File: src/rtl/pump_pkg.sv
`default_nettype none
// +------------------------------------------------------------------+
// | pump_pkg : shared channel state encoding and sizing constants     |
// | Rev 1.0                                                           |
// +------------------------------------------------------------------+
package pump_pkg;

  localparam int MAX_CH = 8;
  localparam int IDX_W  = 3;

  typedef enum logic [1:0] {
    ST_IDLE = 2'd0,
    ST_WAIT = 2'd1,
    ST_PEND = 2'd2,
    ST_ON   = 2'd3
  } ch_state_t;

endpackage
`default_nettype wire

File: src/rtl/pump_channel.sv
`default_nettype none
// +------------------------------------------------------------------+
// | pump_channel : per-channel FSM, edge detect and seconds timer     |
// | Rev 1.0                                                           |
// +------------------------------------------------------------------+
module pump_channel
  import pump_pkg::*;
#(
  parameter int CLOCK_FREQ = 100_000_000,
  parameter int CNT_W      = 16
) (
  input  logic             clk,
  input  logic             rst_n,
  input  logic             enable_i,
  input  logic             force_i,
  input  logic             abort_i,
  input  logic             grant_i,
  input  logic [CNT_W-1:0] period_s_i,
  input  logic [CNT_W-1:0] on_s_i,
  output ch_state_t        state_o,
  output logic             req_o,
  output logic             done_o
);

  localparam int               PRE_W    = $clog2(CLOCK_FREQ);
  localparam logic [PRE_W-1:0] PRE_LAST = PRE_W'(CLOCK_FREQ - 1);

  ch_state_t        state_q, state_d;
  logic             en_q, frc_q;
  logic [PRE_W-1:0] pre_q;
  logic [CNT_W-1:0] sec_q, lim_q, lim_d, lim_src;
  logic             en_rise, frc_rise, expire, to_pend, load;

  assign en_rise  = enable_i & ~en_q;
  assign frc_rise = force_i & ~frc_q;
  assign expire   = (pre_q == PRE_LAST) && (sec_q == lim_q - CNT_W'(1));

  always_comb begin
    state_d = state_q;
    to_pend = 1'b0;
    done_o  = 1'b0;
    case (state_q)
      ST_IDLE: begin
        if (frc_rise)     to_pend = 1'b1;
        else if (en_rise) state_d = ST_WAIT;
      end
      ST_WAIT: begin
        if (frc_rise)       to_pend = 1'b1;
        else if (!enable_i) state_d = ST_IDLE;
        else if (expire)    to_pend = 1'b1;
      end
      ST_ON: begin
        if (expire) begin
          done_o  = 1'b1;
          state_d = enable_i ? ST_WAIT : ST_IDLE;
        end
      end
      default: ;
    endcase
    if (to_pend) state_d = ST_PEND;
    // A request granted in the cycle it arises goes straight to ON
    req_o = !abort_i && (to_pend || state_q == ST_PEND);
    if (grant_i) state_d = ST_ON;
    if (abort_i) state_d = ST_IDLE;

    load    = (state_d != state_q) && (state_d == ST_WAIT || state_d == ST_ON);
    lim_src = (state_d == ST_ON) ? on_s_i : period_s_i;
    lim_d   = (lim_src == '0) ? CNT_W'(1) : lim_src;
  end

  always_ff @(posedge clk or negedge rst_n) begin
    if (!rst_n) begin
      state_q <= ST_IDLE;
      en_q    <= 1'b0;
      frc_q   <= 1'b0;
      pre_q   <= '0;
      sec_q   <= '0;
      lim_q   <= '0;
    end else begin
      state_q <= state_d;
      en_q    <= enable_i;
      frc_q   <= force_i;
      if (load) begin
        pre_q <= '0;
        sec_q <= '0;
        lim_q <= lim_d;
      end else if (state_q == ST_WAIT || state_q == ST_ON) begin
        if (pre_q == PRE_LAST) begin
          pre_q <= '0;
          sec_q <= sec_q + CNT_W'(1);
        end else begin
          pre_q <= pre_q + PRE_W'(1);
        end
      end
    end
  end

  assign state_o = state_q;

endmodule
`default_nettype wire

File: src/rtl/pump_scheduler_multi.sv
`default_nettype none
// +------------------------------------------------------------------+
// | pump_scheduler_multi : round-robin pump arbiter with dead time    |
// | Rev 1.0                                                           |
// +------------------------------------------------------------------+
module pump_scheduler_multi
  import pump_pkg::*;
#(
  parameter int CLOCK_FREQ = 100_000_000,
  parameter int NUM_CH     = 4,
  parameter int CNT_W      = 16,
  parameter int DEAD_CYC   = 2
) (
  input  logic                    clk,
  input  logic                    rst_n,
  input  logic [NUM_CH-1:0]       ch_enable_i,
  input  logic [NUM_CH*CNT_W-1:0] period_s_i,
  input  logic [NUM_CH*CNT_W-1:0] on_s_i,
  input  logic [NUM_CH-1:0]       force_i,
  input  logic                    abort_all_i,
  output logic [NUM_CH-1:0]       pump_out_o,
  output logic [IDX_W-1:0]        active_ch_o,
  output logic                    busy_o,
  output logic [NUM_CH-1:0]       pend_mask_o
);

  localparam logic [7:0] DEAD_M1 = 8'(DEAD_CYC - 1);

  ch_state_t         ch_state [NUM_CH];
  logic [NUM_CH-1:0] req, done, on_mask, grant, req_rot;
  logic [NUM_CH-1:0] pump_out_q, pump_out_d;
  logic [IDX_W-1:0]  ptr_q, ptr_d, active_q, active_d, gidx;
  logic [7:0]        dead_q, dead_d;
  logic              busy_q, busy_d, found;
  int                arb_idx, nxt_ptr;

  generate
    for (genvar i = 0; i < NUM_CH; i++) begin : g_ch
      pump_channel #(
        .CLOCK_FREQ (CLOCK_FREQ),
        .CNT_W      (CNT_W)
      ) u_ch (
        .clk        (clk),
        .rst_n      (rst_n),
        .enable_i   (ch_enable_i[i]),
        .force_i    (force_i[i]),
        .abort_i    (abort_all_i),
        .grant_i    (grant[i]),
        .period_s_i (period_s_i[i*CNT_W +: CNT_W]),
        .on_s_i     (on_s_i[i*CNT_W +: CNT_W]),
        .state_o    (ch_state[i]),
        .req_o      (req[i]),
        .done_o     (done[i])
      );
      assign on_mask[i]     = (ch_state[i] == ST_ON);
      assign pend_mask_o[i] = (ch_state[i] == ST_PEND);
    end
  endgenerate

  always_comb begin
    found   = 1'b0;
    gidx    = '0;
    arb_idx = 0;
    req_rot = '0;
    // Grant only into a fully idle bus whose dead time has elapsed
    if (!abort_all_i && on_mask == '0 && dead_q == '0) begin
      for (int k = 0; k < MAX_CH; k++) begin
        if (k < NUM_CH && !found) begin
          arb_idx = int'(ptr_q) + k;
          if (arb_idx >= NUM_CH) arb_idx = arb_idx - NUM_CH;
          req_rot = req >> arb_idx;
          if (req_rot[0]) begin
            found = 1'b1;
            gidx  = IDX_W'(arb_idx);
          end
        end
      end
    end
    grant   = found ? (NUM_CH'(1) << gidx) : '0;
    nxt_ptr = int'(gidx) + 1;
    if (nxt_ptr >= NUM_CH) nxt_ptr = 0;
    ptr_d   = found ? IDX_W'(nxt_ptr) : ptr_q;

    pump_out_d = abort_all_i ? '0 : (grant | (on_mask & ~done));
    if (pump_out_d == '0) active_d = '0;
    else if (found)       active_d = gidx;
    else                  active_d = active_q;
    busy_d = |pump_out_d;

    // Loading DEAD_CYC-1 lets the grant land in the last required off cycle
    if ((pump_out_q & ~pump_out_d) != '0) dead_d = DEAD_M1;
    else if (dead_q != '0)                dead_d = dead_q - 8'd1;
    else                                  dead_d = dead_q;
  end

  always_ff @(posedge clk or negedge rst_n) begin
    if (!rst_n) begin
      pump_out_q <= '0;
      active_q   <= '0;
      busy_q     <= 1'b0;
      ptr_q      <= '0;
      dead_q     <= '0;
    end else begin
      pump_out_q <= pump_out_d;
      active_q   <= active_d;
      busy_q     <= busy_d;
      ptr_q      <= ptr_d;
      dead_q     <= dead_d;
    end
  end

  assign pump_out_o  = pump_out_q;
  assign active_ch_o = active_q;
  assign busy_o      = busy_q;

endmodule
`default_nettype wire
File: config.mk
export PLATFORM = sky130hd
export DESIGN_NAME = pump_scheduler_multi
export DESIGN_NICKNAME = d
export VERILOG_FILES = /design/src/rtl/pump_pkg.sv /design/src/rtl/pump_channel.sv /design/src/rtl/pump_scheduler_multi.sv
export SDC_FILE = /design/constraint.sdc
export NUM_CORES = 1
export LEC_CHECK = 0
export ABC_AREA = 0
export CAP_MARGIN = 20
export CORE_AREA = 3 3 128 253
export DETAILED_ROUTE_END_ITERATION = 7
export DIE_AREA = 0 0 131 256
export HOLD_SLACK_MARGIN = 0.05
export PLACE_DENSITY = 0.76
export SLEW_MARGIN = 30
export SYNTH_ARGS = -nofsm -noshare
export SYNTH_HDL_FRONTEND = slang
export SYNTH_SLANG_ARGS = --single-unit
File: constraint.sdc
create_clock -name clk -period 11.3 [get_ports clk]
set_clock_uncertainty 0.15 [all_clocks]
set_input_delay 2.825 -clock clk [delete_from_list [all_inputs] [get_ports clk]]
set_output_delay 2.825 -clock clk [all_outputs]
set_load 0.05 [all_outputs]
==> implementation parameters, run 1 <==
Parameter                              Value

Global route
  Number of global-route vias before repair    between 15,000 and 20,000
  Routing usage on met1    0.2920
  Pin count of the biggest net entering global routing    83
  Total GRT Usage    0.2610
  Total gr overflow    0
  Wire length of the first global-routing pass    72,630 um
  Most used routing layer in global routing    met2
  Initial antenna violation count    0
  Met3 Track Usage GR    0.03237
  Grt met2 use    0.4758

Cells and area
  Commonest non-fill, non-tap cell in the layout    dfrtp_1
  Final cell count without fillers    2,446
  Most frequent cells in the layout    271 x dfrtp_1, 238 x nor2_1, 169 x nand2_1
  Total inserted antenna cells    0
  Relative area change from synthesis to final layout    16.42%
  Number of nets at the end of the flow    between 2,000 and 2,500
  Filler cell count in the final layout    ~2,600
  Layout cell share with drive strength beyond 1    0.06706
  Final core occ    0.6320

Setup path
  Reg-to-reg startpoint    g_ch[0].u_ch.lim_q[0]
  Required time reported for the critical path endpoint    11.60 ns
  Number of cells traversed by the worst register-to-register path    21
  Worst R2R Setup Slack    4.18 ns
  Data arrival at the endpoint of the critical path    8.04 ns
  Class of the most critical setup path    input pin to flip-flop
  Startpoint type of the worst setup path    input pin
  Capture point of the worst reg-to-reg path    g_ch[3].u_ch.pre_q[25]
  Capturing element type of the critical path    flip-flop
  Largest fanout on the critical path    42

Logic synthesis
  Net count after synthesis    2,062
  Main area contributors after synthesis    dfrtp_1 40%, nor2_1 5.3%, xor2_1 5.3%, xnor2_1 4.2%, nand2_1 3.8%
  Largest family of logic cells by synthesized area    simple AND/OR/NAND/NOR gates
  Unique masters post-synth    94
  Synth Cell Area    between 0.015 and 0.02 mm^2
  Mux cell area share after synthesis    0.04669
  Fraction of the mapped netlist area in simple logic gates    0.2738
  Syn avg cell area    8.802 um^2
  Synthesized instance count    1,903
  Portion of synthesized cell area occupied by the leading cell type    0.4049
  Async set-or-reset flop fraction in the synthesized netlist    1.000
  Post-synthesis sequential area ratio    0.4049
  Synthesized-area fraction occupied by adder cells    0.01494
  Top cell type by total area after synthesis    dfrtp_1
  Post-synth EDFFs    0
  Synth Area in Compound Gates    0.1298
  Register bit count reported by yosys    271
  Yosys warning total    0
  Most common flop cell mapped by yosys    dfrtp_1
  Post-synthesis share of cell area spent on xor and xnor gates    0.09569

Pwr
  Net switching component of the power    1138 uW
  Cell-internal power    a little over 2000 uW
  Worst VDD drop    0.0001305 V
  Power per cell area    164.6 mW/mm^2
  Clock Power Share    0.286
  Share of total power consumed by net switching    0.3545
  Portion of total power attributed to sequential cells    0.435
  Power share of the combinational group    0.279
  Static Leak    0.008115 uW

Floorplan
  Die extent in x    131 um
  Count of pins on the block boundary    roughly 150
  Placeable Area    approximately 0.031 mm^2
  Die Outline Area    0.03354 mm^2
  Effective utilization at floorplan    0.5428
  Vertical extent of the die    256 um
  Cell Rows    91

Hold path
  Hold/Removal Path Class    flip-flop to flip-flop
  Instance count along the most critical hold path    1
  End of the worst hold path    g_ch[1].u_ch.pre_q[0]
  Launch instance of the worst min-delay path    g_ch[1].u_ch.pre_q[0]

STA
  Hold WS    roughly 0.35 ns
  Unrepaired setup endpoints after global routing    false
  Post-route clock period utilization    0.6851
  Actual transition at the worst max-transition pin    0.9506 ns
  Time the final worst path needs with I/O delays and setup    roughly 7.7 ns
  Fin Setup TNS    0 ns
  Hold violation count in the final report    0
  Maximum clock frequency    129.2 MHz
  Final number of setup-violating endpoints    0
  Max-slew violation total from the final report    0
  Remaining max-slew budget at the tightest pin    0.3643

Job
  Max Cap Viol    0

Clocking
  Number of buffers on the longest clock path    3
  Sinks on the clock net    271
  Level count of the clock H-tree    1
  Clk_lat worst skew    between 0.5 and 0.6 ns
  Total clock buffers created by CTS    26
  CTS tree    done
  Hold-fix buffer count after cts    0
  Post-CTS Setup Bufs    0
  Clock Tree Root    clkbuf_16
  Number of gates resized after cts    0
  Clock transition at path regs    ~0.07 ns

Place
  HPWL after detailed placement    about 32,000 um
  Global placement routability congestion    a little over 0.9
  Placed Cells incl. Taps    2,397
  Count of input and output buffers    150

Route
  Routed Antenna Nets    0
  Vias    14,860
  Drt drc    0
  Detailed-route wire length per cell    17.90 um
  Count of routing violations after the opening detailed-route iteration    about 1,000
  Total detailed-routing wirelength    43,790 um
  Iteration count of the initial detailed-routing pass    5
  Routed via count divided by cell count    6.075

Status
  Status    complete, no violations
## worst max path at each step
stage | depth (start not counted) | slack, ns | end | start
after global placement | 19 | 3.19 | g_ch[3].u_ch.pre_q[15] | ch_enable_i[3]
final | 19 | 3.56 | g_ch[3].u_ch.pre_q[13] | ch_enable_i[3]
after detailed placement | 19 | 3.05 | g_ch[3].u_ch.pre_q[22] | ch_enable_i[3]
after CTS | 19 | 3.60 | g_ch[3].u_ch.pre_q[13] | ch_enable_i[3]
after global routing | 21 | 3.14 | g_ch[3].u_ch.pre_q[25] | force_i[0]
after floorplan | 19 | 4.62 | g_ch[3].u_ch.pre_q[10] | ch_enable_i[3]
## through the flow
step | power [uW] | instance area (um^2) | setup WS (ns)
2_1_floorplan | 2005 | 16750 | 4.617
3_3_place_gp | 2253 | 18540 | 3.189
3_5_place_dp | 2294 | 18580 | 3.049
4_1_cts | 3220 | 19480 | 3.598
5_1_grt | 3403 | 19500 | 3.137
6_report | 3210 | 19500 | 3.559
## per-layer routing
| layer | wire length [um] | part of all wire | vias to the layer above |
|---|---|---|---|
| met3 | 1892 | 0.043 | 142 |
| met1 | 16110 | 0.37 | 7231 |
| met5 | 0 | 0 | - |
| met2 | 23630 | 0.54 | 430 |
| met4 | 2154 | 0.049 | 0 |
| li1 | - | - | 7057 |
## state kept, by name, summed over array words and instances, names as in the netlist
register	cells
g_ch.u_ch.en_q	4
g_ch.u_ch.sec_q	64
g_ch.u_ch.lim_q	64
busy_o	1
g_ch.u_ch.state_o	8
pump_out_o	4
active_ch_o	3
g_ch.u_ch.frc_q	4
dead_q	8
g_ch.u_ch.pre_q	108
ptr_q	3
## power by group through the flow
stage | clock [uW] | sequential (uW) | combinational, uW
5_1_grt | 975 | 1430 | 1000
4_1_cts | 935 | 1390 | 894
6_report | 919 | 1400 | 895
2_1_floorplan | 0 | 1300 | 708
3_3_place_gp | 0 | 1400 | 856
3_5_place_dp | 0 | 1410 | 889
## cell usage after synthesis (11+ instances only)
cell      count
a21oi_1     101
a31oi_1      40
and3_1       72
buf_2        20
clkbuf_1     55
dfrtp_1     271
ha_1         20
inv_1        44
mux2_2       28
mux2i_1      41
nand2_1     169
nand2b_1     17
nand3_1      75
nand3b_1     11
nand4_1      65
nor2_1      238
nor2b_1      14
nor3_1       51
nor3b_1      14
nor4_1       48
o211ai_1     16
o21ai_0      77
or3_1        35
or4_1        27
xnor2_1      81
xor2_1      102
## critical path, stage by stage
cell and delay (ns):
clkdlybuf4s50_1 0.58, nand2_1 0.09, or4_1 0.51, or3_4 0.35, a311o_1 0.39, nor2_1 0.11
a31oi_1 0.07, a21oi_1 0.18, a2111oi_0 0.09, o21ai_0 0.43, inv_1 0.16, ha_1 0.24
ha_1 0.23, o311ai_2 0.12, mux2i_1 0.29, a21o_1 0.15, buf_4 0.33, nand2_1 0.57
a21oi_1 0.30
## cells by family (layout without fill, tap and decap cells)
group | after synthesis | after routing
AND/OR/NAND/NOR | 889 | 889
AO/OA/AOI/OAI | 328 | 328
flip-flops | 271 | 271
XOR/XNOR | 183 | 183
buffers and inverters | 137 | 262
multiplexers | 74 | 74
adder cells (fa/ha/maj) | 20 | 20
other | 1 | 1
## final cells by class
class / instances / area [um^2] / area share
Clock buffer: 36 / 779.5 / 0.03997
Clock inverter: 12 / 120.1 / 0.006160
Inverter: 46 / 172.7 / 0.008855
Multi-Input combinational cell: 1495 / 9454 / 0.4848
Sequential cell: 271 / 6782 / 0.3478
Tap cell: 418 / 523.0 / 0.02682
Timing Repair Buffer: 168 / 1669 / 0.08559
No activity file was read; power rests on OpenSTA's default activity.
==> inputs of run 2 (changes only) <==
CORE_AREA = 3 3 130 258   (was 3 3 128 253)
DIE_AREA = 0 0 133 261   (was 0 0 131 256)
clock period = 6.6 ns   (was 11.3 ns; I/O delays follow)
==> implementation parameters, run 2 (synthesized netlist as in run 1, its figures left out) <==
Parameter                              Value

Route
  Iteration count of the initial detailed-routing pass    5 (unchanged)
  Count of routing violations after the opening detailed-route iteration    919 (-11%)
  Detailed-route wire length per cell    17.96 um (+0.34%)
  Routed via count divided by cell count    5.994 (-1.3%)
  Routed Antenna Nets    0 (unchanged)
  Vias    14,822 (-0.26%)
  Total detailed-routing wirelength    44,420 um (+1.4%)
  Drt drc    0 (unchanged)

Status
  Status    complete, no violations

Pwr
  Static Leak    0.008223 uW (+1.3%)
  Power per cell area    276.9 mW/mm^2 (+68%)
  Worst VDD drop    0.0002187 V (+68%)

Clocking
  Number of buffers on the longest clock path    3 (unchanged)
  Clock transition at path regs    0.06 ns (about the same)
  Clk_lat worst skew    0.55 ns (about the same)
  CTS tree    done
  Total clock buffers created by CTS    26 (unchanged)
  Sinks on the clock net    271 (unchanged)
  Post-CTS Setup Bufs    0 (unchanged)
  Clock Tree Root    clkbuf_16
  Level count of the clock H-tree    1 (unchanged)

Cells and area
  Commonest non-fill, non-tap cell in the layout    dfrtp_1
  Register area    0.006783 mm^2 (about the same)
  Register bank with the most flops    g_ch.u_ch.pre_q
  Total inserted antenna cells    0 (unchanged)
  Multi-input combinational cell area    0.009475 mm^2 (+0.22%)
  Most frequent cells in the layout    270 x dfrtp_1, 238 x nor2_1, 169 x nand2_1
  Final cell count without fillers    2,473 (+1.1%)
  Flip-flop count of the largest register after layout    108 (unchanged)
  Number of nets at the end of the flow    2,192 (+1.2%)
  Layout cell share with drive strength beyond 1    0.07756 (+0.01050)
  Relative area change from synthesis to final layout    17.46%
  Filler cell count in the final layout    2,724 (+5.2%)
  Largest registers ranked by flip-flop count    g_ch.u_ch.pre_q (108), g_ch.u_ch.lim_q (64), g_ch.u_ch.sec_q (64)

STA
  Hold violation count in the final report    0 (unchanged)
  Worst setup margin    0.4914 ns (-3.067 ns)
  Fin Setup TNS    0 ns (unchanged)
  Remaining max-slew budget at the tightest pin    0.3503 (-0.01396)
  Time the final worst path needs with I/O delays and setup    6.109 ns
  Final number of setup-violating endpoints    0 (unchanged)
  Actual transition at the worst max-transition pin    0.9688 ns (+0.01818 ns)
  Max-slew violation total from the final report    0 (unchanged)
  Unrepaired setup endpoints after global routing    false
  Post-route clock period utilization    0.9255
  Maximum clock frequency    between 150 and 200 MHz
  Hold WS    0.3464 ns (-0.003845 ns)

Hold path
  Hold/Removal Path Class    flip-flop to flip-flop
  Instance count along the most critical hold path    1 (unchanged)

Setup path
  Critical-path cell list    inv_1 > ha_1 > or3b_1 > or4_1 > a2111oi_0 > nand4_1 > a2111oi_4 > buf_4 > a21o_1 > a221o_1 > o21a_1 > a21oi_1 > a2111oi_0 > o21ai_0 > inv_1 > ha_1 > a211o_1 > buf_4 > nand2_1 > or3_1 > a21oi_1
  Data arrival at the endpoint of the critical path    6.42 ns (-1.62 ns)
  Capturing element type of the critical path    flip-flop
  Number of cells traversed by the worst register-to-register path    21 (unchanged)
  Critical-path cell with the highest stage delay    a211o_1
  Dominant delay contributor by cell family on the critical path    compound AO/OA/AOI/OAI gates
  Class of the most critical setup path    flip-flop to flip-flop
  Largest fanout on the critical path    17 (-60%)
  Number of cells on the critical path    21 (+2)
  Startpoint type of the worst setup path    flip-flop
  Required time reported for the critical path endpoint    6.91 ns (-4.69 ns)
  Crit-path max cell delay    0.50 ns (-0.08 ns)
  CP bufs+invs    4 (+1)

Global route
  Initial antenna violation count    0 (unchanged)
  Number of global-route vias before repair    15,247 (+1.1%)
  Total GRT Usage    0.2516 (-0.009422)
  Total gr overflow    0 (unchanged)
  Wire length of the first global-routing pass    73,370 um (+1.0%)
  Pin count of the biggest net entering global routing    187 (+130%)

Floorplan
  Count of pins on the block boundary    151 (unchanged)
  Die Outline Area    0.03471 mm^2 (+3.5%)
  Die extent in x    133 um (+1.5%)
  Vertical extent of the die    261 um (+2.0%)
  Placeable Area    0.03166 mm^2 (+2.6%)
  Effective utilization at floorplan    0.5291 (-0.01371)
  Cell Rows    92 (+1.1%)

Job
  Max Cap Viol    0 (unchanged)

Place
  HPWL after detailed placement    32,800 um (+1.5%)
  Count of input and output buffers    150 (unchanged)
  Placed Cells incl. Taps    2,426 (+1.2%)
  Dpl ws    0.1103 ns (-2.939 ns)
  Global placement routability congestion    0.9240 (-0.67%)
[run 2: cell types whose count changed in the layout (fill, tap and decap cells not counted), sizes merged]
cell / delta
clkinvlp: -3
bufinv: -2
buf: +24
o2bb2ai: +1
clkinv: +2
[run 2: per-layer routing]
| metal | GRT usage | routed length, um |
|---|---|---|
| met1 | 0.2719 | 16550 |
| met2 | 0.4943 | 24530 |
| met3 | 0.02768 | 1734 |
| met4 | 0.09624 | 1605 |
| met5 | 0 | 0 |
[run 2: cell type report]
type	count	share of cell area
clock inverters	9	0.002798
well taps	423	0.02690
repair buffers	192	0.09552
inverters	46	0.008776
flip-flops and latches	271	0.3448
clock buffers	36	0.03962
multi-input cells	1496	0.4816
[run 2: worst paths after layout]
path / start / slack [ns] / to
setup / recovery: g_ch[0].u_ch.lim_q[1] / 0.49 / g_ch[1].u_ch.pre_q[10]
hold / removal: g_ch[1].u_ch.pre_q[0] / 0.35 / g_ch[1].u_ch.pre_q[0]
setup reg to reg: g_ch[0].u_ch.lim_q[1] / 0.49 / g_ch[1].u_ch.pre_q[10]
hold reg to reg: g_ch[1].u_ch.pre_q[0] / 0.35 / g_ch[1].u_ch.pre_q[0]
max in group asynchronous: rst_n / 3.94 / g_ch[2].u_ch.sec_q[8]
min in group asynchronous: rst_n / 0.93 / g_ch[0].u_ch.lim_q[3]
[run 2: power by group]
part           leakage, uW  switching, uW  internal, uW
Combinational      0.00424            862           738
Sequential         0.00357            429          1940
Clock             0.000417            654           823
Total              0.00822           1950          3500
[run 2: through the flow]
step	area (um^2)	total power [uW]	utilization
3_5_place_dp	18780	3979	0.5934
3_3_place_gp	18770	3922	0.5929
6_report	19670	5448	0.6215
4_1_cts	19620	5469	0.6198
2_1_floorplan	16750	3433	-
5_1_grt	19670	5778	0.6215
[run 2: what timing repair did]
item | 4_1_cts | 5_1_grt
endpoints found under the setup margin | 0 | 15
gates resized for setup | 0 | 0
hold buffers | 0 | 0
==> inputs of run 3 (changes only) <==
CORE_AREA = 2 2 129 257   (was 3 3 130 258)
DIE_AREA = 0 0 131 259   (was 0 0 133 261)
==> implementation parameters, run 3 (synthesized netlist as in run 1, its figures left out) <==
Parameter                              Value

Clocking
  Number of gates resized after cts    0 (unchanged)
  Level count of the clock H-tree    1 (unchanged)
  CTS tree    done
  Hold-fix buffer count after cts    0 (unchanged)
  Clock Tree Root    clkbuf_16
  Post-CTS Setup Bufs    0 (unchanged)
  Total clock buffers created by CTS    26 (unchanged)
  Clock transition at path regs    0.07 ns (about the same)
  Clk_lat worst skew    0.55 ns (about the same)
  Sinks on the clock net    271 (unchanged)
  Number of buffers on the longest clock path    3 (unchanged)

STA
  Unrepaired setup endpoints after global routing    false
  Final number of setup-violating endpoints    0 (unchanged)
  Max-slew violation total from the final report    0 (unchanged)
  Remaining max-slew budget at the tightest pin    0.3214 (-0.02891)
  Maximum clock frequency    162.0 MHz (-1.0%)
  Hold violation count in the final report    0 (unchanged)
  Fin Setup TNS    0 ns (unchanged)
  Worst setup margin    0.4272 ns (-0.06420 ns)
  Time the final worst path needs with I/O delays and setup    6.173 ns (+0.06419 ns)
  Post-route clock period utilization    0.9353 (+0.009727)
  Actual transition at the worst max-transition pin    1.010 ns (+0.04133 ns)

Global route
  Number of global-route vias before repair    15,391 (+0.94%)
  Routing usage on met1    0.2771 (+0.005199)
  Initial antenna violation count    0 (unchanged)
  Total gr overflow    0 (unchanged)
  Met3 Track Usage GR    0.03153 (+0.003852)
  Most used routing layer in global routing    met2
  Grt met2 use    0.4927 (-0.001684)
  Total GRT Usage    0.2591 (+0.007504)
  Wire length of the first global-routing pass    72,430 um (-1.3%)
  Pin count of the biggest net entering global routing    155 (-17%)

Floorplan
  Die Outline Area    0.03393 mm^2 (-2.3%)
  Effective utilization at floorplan    0.5234 (-0.005690)
  Vertical extent of the die    259 um (-0.77%)
  Die extent in x    131 um (-1.5%)
  Count of pins on the block boundary    151 (unchanged)
  Placeable Area    0.03200 mm^2 (+1.1%)
  Cell Rows    93 (+1.1%)

Cells and area
  Commonest non-fill, non-tap cell in the layout    dfrtp_1
  Filler cell count in the final layout    2,744 (+0.73%)
  Layout cell share with drive strength beyond 1    0.07153 (-0.006027)
  Total inserted antenna cells    0 (unchanged)
  Flip-flop count of the largest register after layout    108 (unchanged)
  Largest registers ranked by flip-flop count    g_ch.u_ch.pre_q (108), g_ch.u_ch.lim_q (64), g_ch.u_ch.sec_q (64)
  Most frequent cells in the layout    271 x dfrtp_1, 238 x nor2_1, 169 x nand2_1
  Number of nets at the end of the flow    2,181 (-0.50%)
  Relative area change from synthesis to final layout    17.09%
  Register bank with the most flops    g_ch.u_ch.pre_q

Route
  Vias    14,909 (+0.59%)
  Drt drc    0 (unchanged)
  Routed Antenna Nets    0 (unchanged)
  Total detailed-routing wirelength    43,400 um (-2.3%)
  Count of routing violations after the opening detailed-route iteration    943 (+2.6%)
  Detailed-route wire length per cell    17.59 um (-2.1%)
  Routed via count divided by cell count    6.041 (+0.79%)
  Iteration count of the initial detailed-routing pass    5 (unchanged)

Pwr
  Worst VDD drop    0.0002138 V (-2.2%)
  Power per cell area    280.6 mW/mm^2 (+1.3%)
  Static Leak    0.008182 uW (-0.50%)

Setup path
  Capture point of the worst reg-to-reg path    g_ch[3].u_ch.sec_q[15]
  Largest fanout on the critical path    21 (+4)
  Startpoint type of the worst setup path    flip-flop
  Required time reported for the critical path endpoint    6.94 ns (+0.03 ns)
  Number of cells traversed by the worst register-to-register path    22 (+4.8%)
  Class of the most critical setup path    flip-flop to flip-flop
  Worst R2R Setup Slack    0.43 ns (-0.06 ns)
  Data arrival at the endpoint of the critical path    6.51 ns (+0.09 ns)
  Capturing element type of the critical path    flip-flop
  Reg-to-reg startpoint    g_ch[0].u_ch.lim_q[1]

Place
  HPWL after detailed placement    32,150 um (-2.0%)
  Dpl ws    0.2965 ns (+0.1862 ns)
  Global placement routability congestion    0.9466 (+2.4%)
  Count of input and output buffers    150 (unchanged)

Status
  Status    complete, no violations

Hold path
  End of the worst hold path    g_ch[0].u_ch.pre_q[5]
  Launch instance of the worst min-delay path    g_ch[0].u_ch.pre_q[5]
  Hold/Removal Path Class    flip-flop to flip-flop
  Instance count along the most critical hold path    1 (unchanged)

Job
  Max Cap Viol    0 (unchanged)
## run 3: report_power, final
part           switching, uW  internal [uW]  leakage [uW]
sequential               435           1940       0.00357
clock                    657            910      0.000437
combinational            840            719       0.00417
total                   1930           3570       0.00818
## run 3: worst max path at each step
| stage | start | endpoint | slack (ns) | cells after the start |
|---|---|---|---|---|
| floorplan | ch_enable_i[3] | g_ch[3].u_ch.pre_q[10] | 1.09 | 19 |
| CTS | g_ch[0].u_ch.lim_q[1] | g_ch[3].u_ch.sec_q[14] | 0.48 | 23 |
| finish | g_ch[0].u_ch.lim_q[1] | g_ch[3].u_ch.sec_q[15] | 0.43 | 22 |
| global placement | ch_enable_i[3] | g_ch[3].u_ch.sec_q[10] | 0.43 | 19 |
| detailed placement | ch_enable_i[3] | g_ch[3].u_ch.sec_q[12] | 0.30 | 19 |
| global route | g_ch[0].u_ch.lim_q[1] | g_ch[3].u_ch.sec_q[11] | 0.07 | 23 |
## run 3: cell type report
cell class / count / area (um^2) / share of cell area
clock inverter: 11 / 132.6 / 0.006762
timing repair buffer: 182 / 1784 / 0.09097
clock buffer: 36 / 749.5 / 0.03821
sequential: 271 / 6782 / 0.3458
inverter: 46 / 172.7 / 0.008804
multi-input combinational: 1495 / 9458 / 0.4822
tap: 427 / 534.3 / 0.02724
## run 3: through the flow
step	hold WS [ns]	std cells	power (uW)	instance area, um^2	util
2_1_floorplan	0.3143	1903	3433	16750	-
3_3_place_gp	0.3311	2421	3884	18710	0.5846
3_5_place_dp	0.3472	2421	3951	18730	0.5853
4_1_cts	0.3563	2468	5528	19610	0.6129
5_1_grt	0.3818	2468	5834	19610	0.6129
6_report	0.3593	2468	5502	19610	0.6129
## run 3: worst max-delay path, cell delays in order (launching register included)
cell and delay [ns]:
dfrtp_1 0.43, inv_1 0.08, ha_1 0.20, or3b_1 0.39, or4_1 0.48, a2111oi_0 0.44, nand4_1 0.23, a2111oi_4 0.57
a211oi_1 0.19, a211oi_2 0.40, a31oi_1 0.17, a21oi_1 0.16, a2111oi_0 0.07, o21ai_0 0.23, inv_1 0.12, ha_1 0.23
ha_1 0.23, o311ai_2 0.12, mux2i_1 0.31, a21oi_1 0.10, buf_4 0.23, or4_1 0.49, nand2_1 0.08
## run 3: routing by layer
metal  vias up  routed length, um
met5         -                  0
met4         0               1846
met3       123               1778
met2       449              23620
met1      7247              16160
li1       7090                  -
